[src/rtl/enc_pkg.sv]
// enc_pkg: shared definitions for the RV32I instruction encoder.
// Holds the op_kind codes, 7-bit opcode/funct constants (shared with the
// control unit), error codes, the canonical NOP word, and the two pure
// helper functions used by the encoder core: request checking and encoding.
package enc_pkg;

   typedef enum logic [4:0] {
      OP_LUI  = 5'd0,
      OP_BEQ  = 5'd1,
      OP_LW   = 5'd2,
      OP_SW   = 5'd3,
      OP_ADDI = 5'd4,
      OP_SLLI = 5'd5,
      OP_XORI = 5'd6,
      OP_SRLI = 5'd7,
      OP_SRAI = 5'd8,
      OP_ORI  = 5'd9,
      OP_ANDI = 5'd10,
      OP_ADD  = 5'd11,
      OP_SUB  = 5'd12,
      OP_SLL  = 5'd13,
      OP_XOR  = 5'd14,
      OP_SRL  = 5'd15,
      OP_OR   = 5'd16,
      OP_AND  = 5'd17
   } op_kind_e;

   localparam logic [6:0] OPC_LUI    = 7'b0110111;
   localparam logic [6:0] OPC_BRANCH = 7'b1100011;
   localparam logic [6:0] OPC_LOAD   = 7'b0000011;
   localparam logic [6:0] OPC_STORE  = 7'b0100011;
   localparam logic [6:0] OPC_OP_IMM = 7'b0010011;
   localparam logic [6:0] OPC_OP     = 7'b0110011;

   localparam logic [2:0] F3_ADD  = 3'b000;
   localparam logic [2:0] F3_SLL  = 3'b001;
   localparam logic [2:0] F3_WORD = 3'b010;
   localparam logic [2:0] F3_XOR  = 3'b100;
   localparam logic [2:0] F3_SR   = 3'b101;
   localparam logic [2:0] F3_OR   = 3'b110;
   localparam logic [2:0] F3_AND  = 3'b111;
   localparam logic [2:0] F3_BEQ  = 3'b000;

   localparam logic [6:0] F7_BASE = 7'b0000000;
   localparam logic [6:0] F7_ALT  = 7'b0100000;

   localparam logic [1:0] ERR_NONE        = 2'd0;
   localparam logic [1:0] ERR_UNKNOWN_OP  = 2'd1;
   localparam logic [1:0] ERR_IMM_RANGE   = 2'd2;
   localparam logic [1:0] ERR_BR_MISALIGN = 2'd3;

   localparam logic [31:0] NOP_WORD = 32'h0000_0013;

   // Returns the reason a request cannot be encoded, or ERR_NONE.
   // A branch that is both out of range and odd reports the range error.
   function automatic logic [1:0] check_request(input logic [4:0]  op,
                                                input logic [31:0] imm);
      logic signed [31:0] s;
      s = $signed(imm);
      check_request = ERR_NONE;
      case (op)
         OP_LUI: begin
            if (imm[11:0] != 12'd0) check_request = ERR_IMM_RANGE;
         end
         OP_BEQ: begin
            if (s < -32'sd4096 || s > 32'sd4094) check_request = ERR_IMM_RANGE;
            else if (imm[0]) check_request = ERR_BR_MISALIGN;
         end
         OP_LW, OP_SW, OP_ADDI, OP_XORI, OP_ORI, OP_ANDI: begin
            if (s < -32'sd2048 || s > 32'sd2047) check_request = ERR_IMM_RANGE;
         end
         OP_SLLI, OP_SRLI, OP_SRAI: begin
            if (s < 32'sd0 || s > 32'sd31) check_request = ERR_IMM_RANGE;
         end
         OP_ADD, OP_SUB, OP_SLL, OP_XOR, OP_SRL, OP_OR, OP_AND: begin
            check_request = ERR_NONE;
         end
         default: check_request = ERR_UNKNOWN_OP;
      endcase
   endfunction

   // Builds the RV32I machine word; fields an instruction does not use are 0.
   function automatic logic [31:0] encode_word(input logic [4:0]  op,
                                               input logic [4:0]  rd,
                                               input logic [4:0]  rs1,
                                               input logic [4:0]  rs2,
                                               input logic [31:0] imm);
      case (op)
         OP_LUI:  encode_word = {imm[31:12], rd, OPC_LUI};
         OP_BEQ:  encode_word = {imm[12], imm[10:5], rs2, rs1, F3_BEQ,
                                 imm[4:1], imm[11], OPC_BRANCH};
         OP_LW:   encode_word = {imm[11:0], rs1, F3_WORD, rd, OPC_LOAD};
         OP_SW:   encode_word = {imm[11:5], rs2, rs1, F3_WORD, imm[4:0], OPC_STORE};
         OP_ADDI: encode_word = {imm[11:0], rs1, F3_ADD, rd, OPC_OP_IMM};
         OP_XORI: encode_word = {imm[11:0], rs1, F3_XOR, rd, OPC_OP_IMM};
         OP_ORI:  encode_word = {imm[11:0], rs1, F3_OR,  rd, OPC_OP_IMM};
         OP_ANDI: encode_word = {imm[11:0], rs1, F3_AND, rd, OPC_OP_IMM};
         OP_SLLI: encode_word = {F7_BASE, imm[4:0], rs1, F3_SLL, rd, OPC_OP_IMM};
         OP_SRLI: encode_word = {F7_BASE, imm[4:0], rs1, F3_SR,  rd, OPC_OP_IMM};
         OP_SRAI: encode_word = {F7_ALT,  imm[4:0], rs1, F3_SR,  rd, OPC_OP_IMM};
         OP_ADD:  encode_word = {F7_BASE, rs2, rs1, F3_ADD, rd, OPC_OP};
         OP_SUB:  encode_word = {F7_ALT,  rs2, rs1, F3_ADD, rd, OPC_OP};
         OP_SLL:  encode_word = {F7_BASE, rs2, rs1, F3_SLL, rd, OPC_OP};
         OP_XOR:  encode_word = {F7_BASE, rs2, rs1, F3_XOR, rd, OPC_OP};
         OP_SRL:  encode_word = {F7_BASE, rs2, rs1, F3_SR,  rd, OPC_OP};
         OP_OR:   encode_word = {F7_BASE, rs2, rs1, F3_OR,  rd, OPC_OP};
         OP_AND:  encode_word = {F7_BASE, rs2, rs1, F3_AND, rd, OPC_OP};
         default: encode_word = 32'd0;
      endcase
   endfunction

endpackage

[src/rtl/instr_encoder_if.sv]
// instr_encoder_if: request/response bus of the instruction encoder.
// Request side : op_valid/op_ready, op_kind, rd, rs1, rs2, imm.
// Output side  : instr_valid/instr_ready, instr, instr_addr.
// Error side   : err_flag, err_code (sticky), err_clr.
// master = program loader / harness, slave = encoder.
interface instr_encoder_if #(parameter int ADDR_W = 10);
   logic              op_valid;
   logic              op_ready;
   logic [4:0]        op_kind;
   logic [4:0]        rd;
   logic [4:0]        rs1;
   logic [4:0]        rs2;
   logic [31:0]       imm;
   logic              instr_valid;
   logic              instr_ready;
   logic [31:0]       instr;
   logic [ADDR_W-1:0] instr_addr;
   logic              err_flag;
   logic [1:0]        err_code;
   logic              err_clr;

   modport master (
      output op_valid, op_kind, rd, rs1, rs2, imm, instr_ready, err_clr,
      input  op_ready, instr_valid, instr, instr_addr, err_flag, err_code
   );

   modport slave (
      input  op_valid, op_kind, rd, rs1, rs2, imm, instr_ready, err_clr,
      output op_ready, instr_valid, instr, instr_addr, err_flag, err_code
   );
endinterface

[src/rtl/enc_fifo2.sv]
// enc_fifo2: 2-entry synchronous FIFO with valid/ready on both sides.
// Ports: clk, rst (sync, active-high), in_valid/in_ready/in_data,
//        out_valid/out_ready/out_data.
// in_ready also accepts when full if the head is popped in the same cycle.
// There is no bypass: a word pushed into an empty FIFO appears next cycle.
module enc_fifo2 #(
   parameter int WIDTH = 32
) (
   input  logic             clk,
   input  logic             rst,
   input  logic             in_valid,
   output logic             in_ready,
   input  logic [WIDTH-1:0] in_data,
   output logic             out_valid,
   input  logic             out_ready,
   output logic [WIDTH-1:0] out_data
);

   logic [WIDTH-1:0] mem_q [2];
   logic [WIDTH-1:0] mem_d [2];
   logic             wr_ptr_q, wr_ptr_d;
   logic             rd_ptr_q, rd_ptr_d;
   logic [1:0]       count_q, count_d;
   logic             push, pop;

   assign out_valid = (count_q != 2'd0);
   assign in_ready  = (count_q != 2'd2) || out_ready;
   assign out_data  = mem_q[rd_ptr_q];
   assign push      = in_valid && in_ready;
   assign pop       = out_valid && out_ready;

   always_comb begin
      mem_d    = mem_q;
      wr_ptr_d = wr_ptr_q;
      rd_ptr_d = rd_ptr_q;
      count_d  = count_q;
      if (push) begin
         mem_d[wr_ptr_q] = in_data;
         wr_ptr_d        = ~wr_ptr_q;
      end
      if (pop) begin
         rd_ptr_d = ~rd_ptr_q;
      end
      case ({push, pop})
         2'b10:   count_d = count_q + 2'd1;
         2'b01:   count_d = count_q - 2'd1;
         default: count_d = count_q;
      endcase
   end

   always_ff @(posedge clk) begin
      if (rst) begin
         wr_ptr_q <= 1'b0;
         rd_ptr_q <= 1'b0;
         count_q  <= 2'd0;
      end else begin
         wr_ptr_q <= wr_ptr_d;
         rd_ptr_q <= rd_ptr_d;
         count_q  <= count_d;
      end
   end

   // Storage is qualified by count_q, so it needs no reset.
   always_ff @(posedge clk) begin
      mem_q <= mem_d;
   end

endmodule

[src/rtl/instr_encoder.sv]
// instr_encoder: RV32I encoder, the inverse of the control decoder.
// Turns a symbolic request (op_kind, rd, rs1, rs2, imm) into a 32-bit machine
// word stamped with an incrementing instruction-memory byte address, queued in
// a 2-entry output FIFO.
// Ports: clk, rst (synchronous, active-high), bus (instr_encoder_if.slave).
// Parameters: ADDR_W (address width), START_ADDR (first address after reset).
// Optional macro INSTR_ENCODER_NOP_ON_ERR_EN: rejected requests push a NOP at
// the next address instead of being dropped, keeping program layout aligned.
module instr_encoder
   import enc_pkg::*;
#(
   parameter int ADDR_W     = 10,
   parameter int START_ADDR = 0
) (
   input  logic                clk,
   input  logic                rst,
   instr_encoder_if.slave      bus
);

   localparam int FIFO_W = 32 + ADDR_W;

   logic [1:0]        req_err;
   logic [31:0]       req_word;
   logic              accept;
   logic              reject;
   logic              push_valid;
   logic [31:0]       push_word;
   logic              fifo_in_ready;
   logic              fifo_out_valid;
   logic [FIFO_W-1:0] fifo_out_data;
   logic [ADDR_W-1:0] addr_q, addr_d;
   logic              err_flag_q, err_flag_d;
   logic [1:0]        err_code_q, err_code_d;

   assign req_err   = check_request(bus.op_kind, bus.imm);
   assign req_word  = encode_word(bus.op_kind, bus.rd, bus.rs1, bus.rs2, bus.imm);

   // A rejected request still completes its handshake.
   assign accept    = bus.op_valid && fifo_in_ready;
   assign reject    = accept && (req_err != ERR_NONE);
   assign push_word = (req_err != ERR_NONE) ? NOP_WORD : req_word;

`ifdef INSTR_ENCODER_NOP_ON_ERR_EN
   assign push_valid = accept;
`else
   assign push_valid = accept && !reject;
`endif

   enc_fifo2 #(.WIDTH(FIFO_W)) u_fifo (
      .clk       (clk),
      .rst       (rst),
      .in_valid  (push_valid),
      .in_ready  (fifo_in_ready),
      .in_data   ({push_word, addr_q}),
      .out_valid (fifo_out_valid),
      .out_ready (bus.instr_ready),
      .out_data  (fifo_out_data)
   );

   assign bus.op_ready    = fifo_in_ready;
   assign bus.instr_valid = fifo_out_valid;
   assign bus.instr       = fifo_out_valid ? fifo_out_data[FIFO_W-1 -: 32] : 32'd0;
   assign bus.instr_addr  = fifo_out_valid ? fifo_out_data[ADDR_W-1:0] : addr_q;
   assign bus.err_flag    = err_flag_q;
   assign bus.err_code    = err_code_q;

   // The address advances only on push and wraps naturally at 2^ADDR_W.
   // err_code keeps the first cause; a new error overrides a same-cycle clear.
   always_comb begin
      addr_d     = addr_q;
      err_flag_d = err_flag_q;
      err_code_d = err_code_q;
      if (push_valid) begin
         addr_d = addr_q + ADDR_W'(4);
      end
      if (reject) begin
         err_flag_d = 1'b1;
         if (!err_flag_q || bus.err_clr) begin
            err_code_d = req_err;
         end
      end else if (bus.err_clr) begin
         err_flag_d = 1'b0;
         err_code_d = ERR_NONE;
      end
   end

   always_ff @(posedge clk) begin
      if (rst) begin
         addr_q     <= ADDR_W'(START_ADDR);
         err_flag_q <= 1'b0;
         err_code_q <= ERR_NONE;
      end else begin
         addr_q     <= addr_d;
         err_flag_q <= err_flag_d;
         err_code_q <= err_code_d;
      end
   end

endmodule

[src/flat_wrapper.sv]
// flat-port wrapper written by rule: the top's interface ports become plain ports
module instr_encoder_flat import enc_pkg::*;
#(
   parameter int ADDR_W     = 10,
   parameter int START_ADDR = 0
)
  (clk, rst, bus_op_valid, bus_op_kind, bus_rd, bus_rs1, bus_rs2, bus_imm, bus_instr_ready, bus_err_clr, bus_op_ready, bus_instr_valid, bus_instr, bus_instr_addr, bus_err_flag, bus_err_code);
  instr_encoder_if #(.ADDR_W(ADDR_W)) bus_i ();
  input  logic clk;
  input  logic rst;
  input wire logic [$bits(bus_i.op_valid)-1:0] bus_op_valid;
  input wire logic [$bits(bus_i.op_kind)-1:0] bus_op_kind;
  input wire logic [$bits(bus_i.rd)-1:0] bus_rd;
  input wire logic [$bits(bus_i.rs1)-1:0] bus_rs1;
  input wire logic [$bits(bus_i.rs2)-1:0] bus_rs2;
  input wire logic [$bits(bus_i.imm)-1:0] bus_imm;
  input wire logic [$bits(bus_i.instr_ready)-1:0] bus_instr_ready;
  input wire logic [$bits(bus_i.err_clr)-1:0] bus_err_clr;
  output wire logic [$bits(bus_i.op_ready)-1:0] bus_op_ready;
  output wire logic [$bits(bus_i.instr_valid)-1:0] bus_instr_valid;
  output wire logic [$bits(bus_i.instr)-1:0] bus_instr;
  output wire logic [$bits(bus_i.instr_addr)-1:0] bus_instr_addr;
  output wire logic [$bits(bus_i.err_flag)-1:0] bus_err_flag;
  output wire logic [$bits(bus_i.err_code)-1:0] bus_err_code;
  assign bus_i.op_valid = bus_op_valid;
  assign bus_i.op_kind = bus_op_kind;
  assign bus_i.rd = bus_rd;
  assign bus_i.rs1 = bus_rs1;
  assign bus_i.rs2 = bus_rs2;
  assign bus_i.imm = bus_imm;
  assign bus_i.instr_ready = bus_instr_ready;
  assign bus_i.err_clr = bus_err_clr;
  assign bus_op_ready = bus_i.op_ready;
  assign bus_instr_valid = bus_i.instr_valid;
  assign bus_instr = bus_i.instr;
  assign bus_instr_addr = bus_i.instr_addr;
  assign bus_err_flag = bus_i.err_flag;
  assign bus_err_code = bus_i.err_code;
  instr_encoder #(.ADDR_W(ADDR_W), .START_ADDR(START_ADDR)) u_core (.clk(clk), .rst(rst), .bus(bus_i));
endmodule
[config.mk]
export PLATFORM = sky130hd
export DESIGN_NAME = instr_encoder_flat
export DESIGN_NICKNAME = d
export VERILOG_FILES = /design/src/rtl/enc_pkg.sv /design/src/rtl/instr_encoder_if.sv /design/src/rtl/enc_fifo2.sv /design/src/rtl/instr_encoder.sv /design/src/flat_wrapper.sv
export SDC_FILE = /design/constraint.sdc
export NUM_CORES = 1
export LEC_CHECK = 0
export CORE_AREA = 8 8 109 111
export CTS_CLUSTER_DIAMETER = 120
export CTS_CLUSTER_SIZE = 28
export DETAILED_ROUTE_END_ITERATION = 12
export DIE_AREA = 0 0 117 119
export PLACE_DENSITY = 0.87
export SYNTH_ARGS = -nofsm -noshare
export SYNTH_HDL_FRONTEND = slang
export SYNTH_SLANG_ARGS = --single-unit
export TNS_END_PERCENT = 50
[constraint.sdc]
create_clock -name clk -period 2.51 [get_ports clk]
set_input_delay 0.251 -clock clk [delete_from_list [all_inputs] [get_ports clk]]
set_output_delay 0.251 -clock clk [all_outputs]
set_load 0.05 [all_outputs]
==> results of run 1 <==
[kinds of logic after synthesis]
group / synth area share [%]
and+or+nand+nor: 17.4
buffers and inverters: 4.41
adders and majority gates: 0.545
DFF: 56.2
xor gates and xnor gates: 0.926
other: 0.163
muxes: 9.37
AOI/OAI and AO/OA: 10.9
[Yosys cell counts (2+ instances only)]
master | instances | area [um2]
inv_1 | 8 | 30.0
nor2_1 | 63 | 236
nor3_1 | 6 | 30.0
edfxtp_1 | 76 | 2280
nand2_1 | 31 | 116
o31ai_1 | 3 | 22.5
and2_1 | 3 | 18.8
a21oi_2 | 4 | 35.0
nor4_1 | 8 | 50.1
nor2b_1 | 4 | 25.0
nand4_1 | 11 | 68.8
a22oi_1 | 5 | 37.5
buf_2 | 6 | 30.0
xnor2_1 | 2 | 17.5
nand2b_1 | 3 | 18.8
conb_1 | 2 | 7.51
a222oi_1 | 5 | 50.1
or3_1 | 10 | 62.6
o2bb2ai_1 | 2 | 17.5
mux2i_1 | 43 | 430
nand3_1 | 6 | 30.0
buf_6 | 2 | 22.5
o21ai_0 | 19 | 95.1
dfxtp_1 | 15 | 300
or4_1 | 2 | 15.0
o311ai_0 | 2 | 17.5
a21oi_1 | 23 | 115
buf_4 | 7 | 52.6
clkbuf_1 | 14 | 52.6
and3_1 | 2 | 12.5
ha_1 | 2 | 25.0
[power by group through the flow]
stage	logic [uW]	registers, uW	clock network, uW
2_1_floorplan	1390	1780	0
3_3_place_gp	2250	1790	0
3_5_place_dp	2270	1800	0
4_1_cts	2280	1770	1140
5_1_grt	2370	1770	1190
6_report	2260	1770	1120
[area by class of cell]
class                   count  area share [%]
clock inverters             6            1.50
repair buffers            159            24.3
inverters                   8           0.468
clock buffers              10            2.15
multi-input cells         291            28.7
flip-flops and latches     91            40.3
well taps                 136            2.65
[critical path, cell delays in order (launching register included)]
cell and delay [ps]:
dfxtp_2 480, buf_12 240, mux2i_1 110, nor2_1 150
clkdlybuf4s50_1 830
[timing repair]
action,in CTS,in global routing
hold endpoints to repair,0,0
hold buffers,0,0
setup endpoints to repair,0,36
gates resized for setup,0,4
setup buffers,0,0
[through the flow]
step | util [%] | hold WS [ps] | cells
6_report | 63.6 | 455 | 701
5_1_grt | 63.6 | 488 | 701
4_1_cts | 63.4 | 515 | 701
3_5_place_dp | 61.1 | 489 | 685
3_3_place_gp | 61.1 | 472 | 685
2_1_floorplan | - | 313 | 420
[routing by layer]
| layer | up-vias | GRT usage [%] | part of all wire (%) |
|---|---|---|---|
| li1 | 1823 | - | - |
| met4 | 0 | 5.44 | 1.4 |
| met3 | 16 | 5.20 | 8.4 |
| met2 | 147 | 31.3 | 51 |
| met5 | - | 0 | 0 |
| met1 | 1810 | 20.5 | 39 |
[sequential cells by signal (all words and copies together) (netlist names)]
name	cells
u_core.u_fifo.mem_q	76
u_core.addr_q	8
u_core.bus.err_code	2
u_core.u_fifo.count_q	2
u_core.bus.err_flag	1
u_core.u_fifo.rd_ptr_q	1
u_core.u_fifo.wr_ptr_q	1
[path summary, 6_finish.rpt]
path                                  from  cells after the start  slack [ps]                       end
setup / recovery    u_core.u_fifo.rd_ptr_q                      4          70             bus_instr[30]
hold / removal                 bus_imm[29]                      3         450   u_core.u_fifo.mem_q[39]
setup reg to reg  u_core.u_fifo.count_q[0]                      7         420  u_core.u_fifo.count_q[1]
hold reg to reg           u_core.addr_q[9]                      0         510   u_core.u_fifo.mem_q[51]
==> reports/results.ini, run 1 <==
[status]
status=complete, no violations

[pwr]
netSwitchingFraction_pct=38.5
power_uw=5140
clockPowerShare_pct=21.8
p_seq_share_pct=34.4
p_int_uw=3160
comb_power_share_pct=43.9
p_switching_uw=1980
leakagePower_uw=0.00227
power_density_mw_per_mm2=801
max-vdd-ir-drop_mv=0.403

[clock_network]
root_buffer=clkbuf_8
numCtsBuffers=9
cts_buffer_depth=2
cts_max_level=3
clkLatencyLatePin_ps=350
cts_tree=built
path_clk_slew_ps=90
clkSinkCount=91

[sta]
min_period_ps=2440
worst_pin_slew_ps=591
fin_worst_skew_ps=7.56
max_slew_margin_pct=60.4
fin_ws_ps=70.3
timing.fmax_mhz=410
setup_violations=0
min_period_over_period_pct=97.2
rsz0062_at_grt=no
setup_tns_ps=0
finalHoldViolCount=0
final_max_slew_viol_count=0

[placed_design]
post_dp_cell_area_mm2=0.00616
dpl.hpwl_um=9630
port_buffers=100
place_congestion=0.949
preCtsSetupSlack_ps=-377

[die]
fp.dieH_um=119
pin_count=104
start_util_pct=45.5
die_w_um=117
core_area_mm2=0.0101
std_cell_rows=37
die_area_mm2=0.0139

[synthesis]
syn_inst=417
yosys_register_bits=91
synth.distinct_cells=59
synthFlopType=edfxtp_1
ys_async_sr_fraction_pct=0
ys_seq_area_share_pct=56.2
mappedNetlistArea_mm2=0.00459
avgSynthCellArea_um2=11.0
synth_edf_count=76
yosysWarnings=0

[min_path]
hold_path.class=in -> reg

[drt]
wl_per_cell_um=17.6
antenna_left=0
routed_via_density=5.42
first_iter_violations=384
drt_first_pass_iters=7
via_count=3796
drc=0
wirelength_um=12400

[finish]
nets=619
fin_area_mm2=0.00641
n_fill_cell=852
diodes=0
layout_commonest_cell=clkdlybuf4s50_1
drive_gt1_share_pct=19.8
multiInputGateArea_mm2=0.00184
regArea_mm2=0.00258
syn_to_final_growth_pct=39.6
layout_common_cells=81 x clkdlybuf4s50_1, 76 x edfxtp_1, 64 x buf_4, 62 x nor2_1, 43 x mux2i_1

[global_routing]
antenna_found_initial=0
grt_overflow=0
grt_usage_pct=17.9
grt_max_degree=31
grt_first_pass_wirelength_um=19400
grt_pass1_vias=3914

[critical_path]
critPathArrivalTime_ps=2190
start_kind=flop
crit_path_max_fanout=22
end_kind=output port
worst-setup-path-type=reg -> out
cp_data_required_time_ps=2260

[run]
drv_cap=0

Power figures use the tool's default switching activity.
==> run 2, diff against run 1 <==
--- a/config.mk
+++ b/config.mk
@@ -5,13 +5,14 @@
 export SDC_FILE = /design/constraint.sdc
 export NUM_CORES = 1
 export LEC_CHECK = 0
-export CORE_AREA = 8 8 109 111
+export CORE_AREA = 8 8 113 115
 export CTS_CLUSTER_DIAMETER = 120
 export CTS_CLUSTER_SIZE = 28
 export DETAILED_ROUTE_END_ITERATION = 12
-export DIE_AREA = 0 0 117 119
+export DIE_AREA = 0 0 121 123
 export PLACE_DENSITY = 0.87
 export SYNTH_ARGS = -nofsm -noshare
 export SYNTH_HDL_FRONTEND = slang
+export SYNTH_HIERARCHICAL = 1
 export SYNTH_SLANG_ARGS = --single-unit
 export TNS_END_PERCENT = 50
==> run 2 against run 1 <==
Net effect:
- via count rose by 11%
- die area up 6.9%
- synthesized cell count grew 0.96%
- clock skew is 2.0 ps lower
- sequential share of layout area decreased by 1.1 points
- cell count up 5.8%
- power up 16%
- sequential cell count up 8
- area after synthesis up 9.1%
- sequential power increased by 9.6%
- largest power group unchanged
==> reports/results.ini, run 2 <==
[status]
status=complete, no violations

[drt]
drc=0  ; unchanged
drt_first_pass_iters=8  ; +1
wirelength_um=14800  ; +20%
first_iter_violations=388  ; +1.0%
wl_per_cell_um=20.0  ; +13%
via_count=4214  ; +11%
routed_via_density=5.68  ; +4.9%
antenna_left=0  ; unchanged

[synthesis]
avgSynthCellArea_um2=11.9  ; +8.0%
synth_top_family_by_area=simple AND/OR/NAND/NOR gates
synth-adder-area-share_pct=0.499  ; -0.045 points
synth_compound_area_share_pct=10.2  ; -0.79 points
synthFlopType=edfxtp_1
yosys.area_share.simple_pct=17.1  ; -0.33 points
yosys_register_bits=99  ; +8.8%
synth_area_leaders=edfxtp_1 50%, mux2_2 11%, dfxtp_1 6.0%
synth_edf_count=84  ; +11%
synth.distinct_cells=65  ; +10%
yosysWarnings=6  ; +6
mappedNetlistArea_mm2=0.00501  ; +9.1%
yosys.area_share.xor_xnor_pct=0.699  ; -0.23 points
muxShareOfSynthArea_pct=12.1  ; +2.7 points
yosys.area.top_type_share_pct=50.3  ; +0.66 points
yosys-top-cells-count=84 x edfxtp_1, 49 x mux2_2, 43 x nor2_1
ys_seq_area_share_pct=56.3  ; +0.12 points
post-synth-top-count-cell=edfxtp_1
synth_top_area_cell=edfxtp_1
syn_inst=421  ; +0.96%
ys_async_sr_fraction_pct=0  ; unchanged

[die]
pin_count=104  ; unchanged
std_cell_rows=39  ; +5.4%
die_area_mm2=0.0149  ; +6.9%
start_util_pct=45.2  ; -0.29 points
core_area_mm2=0.0111  ; +9.8%
die_w_um=121  ; +3.4%
fp.dieH_um=123  ; +3.4%

[clock_network]
clkSinkCount=99  ; +8.8%
cts_tree=built
ctsHoldBuffers=0  ; unchanged
cts_buffer_depth=2  ; unchanged
cts_max_level=3  ; unchanged
path_clk_slew_ps=60  ; -30 ps
clkLatencyLatePin_ps=350  ; about the same
root_buffer=clkbuf_16
numCtsBuffers=9  ; unchanged

[finish]
nets=653  ; +5.5%
drive_gt1_share_pct=35.4  ; +16 points
largest_reg_flops=84  ; +11%
diodes=0  ; unchanged
max_flop_register=u_core/u_fifo/mem_q
layout_common_cells=109 x buf_4, 84 x edfxtp_1, 49 x mux2_2, 40 x nor2_1, 37 x and2_1
n_fill_cell=804  ; -5.6%
multiInputGateArea_mm2=0.00220  ; +20%
syn_to_final_growth_pct=43.7
layout_commonest_cell=buf_4
fin_area_mm2=0.00720  ; +12%
regArea_mm2=0.00282  ; +9.3%
reg_top3=u_core/u_fifo/mem_q: 84 flops, u_core/addr_q: 8 flops

[pwr]
p_seq_share_pct=32.6  ; -1.8 points
comb_power_share_pct=40.7  ; -3.2 points
p_switching_uw=2190  ; +11%
max-vdd-ir-drop_mv=0.631  ; +56%
p_int_uw=3750  ; +19%
netSwitchingFraction_pct=36.9  ; -1.6 points
clockPowerShare_pct=26.7  ; +4.9 points
leakagePower_uw=0.00287  ; +26%
power_density_mw_per_mm2=826  ; +3.1%

[critical_path]
start_kind=input pin
r2r-end=u_core/u_fifo/count_q[1]
end_kind=flop
rrSetupSlack_ps=470  ; +50 ps
cp_data_required_time_ps=2570  ; +310 ps
crit_path_max_fanout=8  ; -64%
timing.rr.start=u_core/u_fifo/count_q[1]
reg2reg_depth=7  ; unchanged
worst-setup-path-type=in -> reg
critPathArrivalTime_ps=2560  ; +370 ps

[sta]
holdWs_ps=459  ; +4.33 ps
min_period_ps=2500  ; +60.7 ps
setup_violations=0  ; unchanged
max_slew_margin_pct=47.2  ; -13 points
timing.fmax_mhz=400  ; -2.4%
finalHoldViolCount=0  ; unchanged
final_max_slew_viol_count=0  ; unchanged
fin_ws_ps=9.62  ; -60.7 ps
worst_pin_slew_ps=792  ; +201 ps
min_period_over_period_pct=99.6  ; +2.4 points
fin_worst_skew_ps=5.61  ; -1.95 ps

[global_routing]
grt_usage_pct=20.0  ; +2.1 points
grt.met2_usage_pct=34.3  ; +3.0 points
antenna_found_initial=0  ; unchanged
gr-max-usage-layer=met2
grt_pass1_vias=4325  ; +11%
grt_overflow=0  ; unchanged
grtUsageMet3_pct=3.61  ; -1.6 points
use_met1_pct=23.4  ; +2.9 points
grt_max_degree=45  ; +45%
grt_first_pass_wirelength_um=22900  ; +18%

[placed_design]
port_buffers=103  ; +3.0%
preCtsSetupSlack_ps=-449  ; -72.1 ps
place_congestion=0.858  ; -9.6%
post_dp_cell_area_mm2=0.00658  ; +6.8%
dpl.hpwl_um=10400  ; +8.4%

[min_path]
whs_path_depth=3  ; unchanged
hold_path.class=in -> reg
min_to=u_core/u_fifo/mem_q[73]
worstHoldStart=bus_imm[21]

[run]
drv_cap=0  ; unchanged

run 2: cell count changes in the layout (fill, tap and decap cells not counted), moves of 10 or more:
cell,previous run,this run
clkdlybuf4s50_1,81,36
o21ai_0,19,7
dlymetal6s2s_1,2,21
nand2_1,31,17
clkbuf_8,10,0
mux2_2,0,49
buf_4,64,109
nor2_1,62,40
and2_1,2,37
mux2i_1,43,4
run 2: worst max-delay path by stage:
stage / startpoint / endpoint / depth (start not counted)
after CTS: bus_imm[24] / u_core/u_fifo/mem_q[76] / 10
after detailed placement: bus_imm[21] / u_core/u_fifo/count_q[1] / 10
after floorplan: bus_op_kind[3] / u_core/u_fifo/mem_q[42] / 8
after global placement: bus_imm[21] / u_core/u_fifo/count_q[1] / 11
after global routing: bus_imm[12] / u_core/u_fifo/mem_q[82] / 11
final: bus_imm[12] / u_core/u_fifo/mem_q[74] / 11
run 2: logic make-up after synthesis:
kind of cell    count (synthesis)
simple gates                  158
xor+xnor                        4
buf+inv                        31
other cells                     2
compound gates                 71
flops                          99
mux                            54
fa+ha+maj                       2
run 2: routing by layer:
| layer | wire (um) | share of wire (%) |
|---|---|---|
| met1 | 5760 | 39 |
| met2 | 7500 | 51 |
| met3 | 965 | 6.5 |
| met4 | 590 | 4.0 |
| met5 | 0 | 0 |
run 2: cell type report:
cell class              instances  area share, %
repair buffers                178           22.6
multi-input cells             299           30.6
clock inverters                 6           1.55
well taps                     143           2.49
clock buffers                  10           3.18
flip-flops and latches         99           39.2
inverters                       7          0.365
run 2: what timing repair did:
action                     CTS  global route
gates cloned                 2             0
gates resized for setup     17            37
setup endpoints to repair   44            82
buffers inserted             2             5
pin swaps                    6            16
run 2: worst max-delay path, stage by stage:
cell             delay [ps]
clkdlybuf4s50_1         460
nor4_2                  370
nand2_2                 160
nor3_2                  170
o211a_1                 230
and4_4                  250
nand2_4                  50
buf_4                   140
nor2_4                  200
buf_6                   150
buf_16                  120
run 2: stage by stage:
step	util, %	instances	TNS (ps)	total power (uW)
after CTS	63.8	738	-126	5970
after floorplan	-	429	0	3560
final	65.0	742	0	5950
after global placement	59.4	718	-38700	4330
after global routing	65.0	742	-290	6160
after detailed placement	59.4	718	-46310	4360
run 2: power by group through the flow:
stage / combinational [uW] / clock [uW] / sequential (uW)
after floorplan: 1610 / 0 / 1950
after global placement: 2360 / 0 / 1970
after detailed placement: 2380 / 0 / 1980
after CTS: 2430 / 1600 / 1940
after global routing: 2540 / 1670 / 1950
final: 2420 / 1590 / 1940
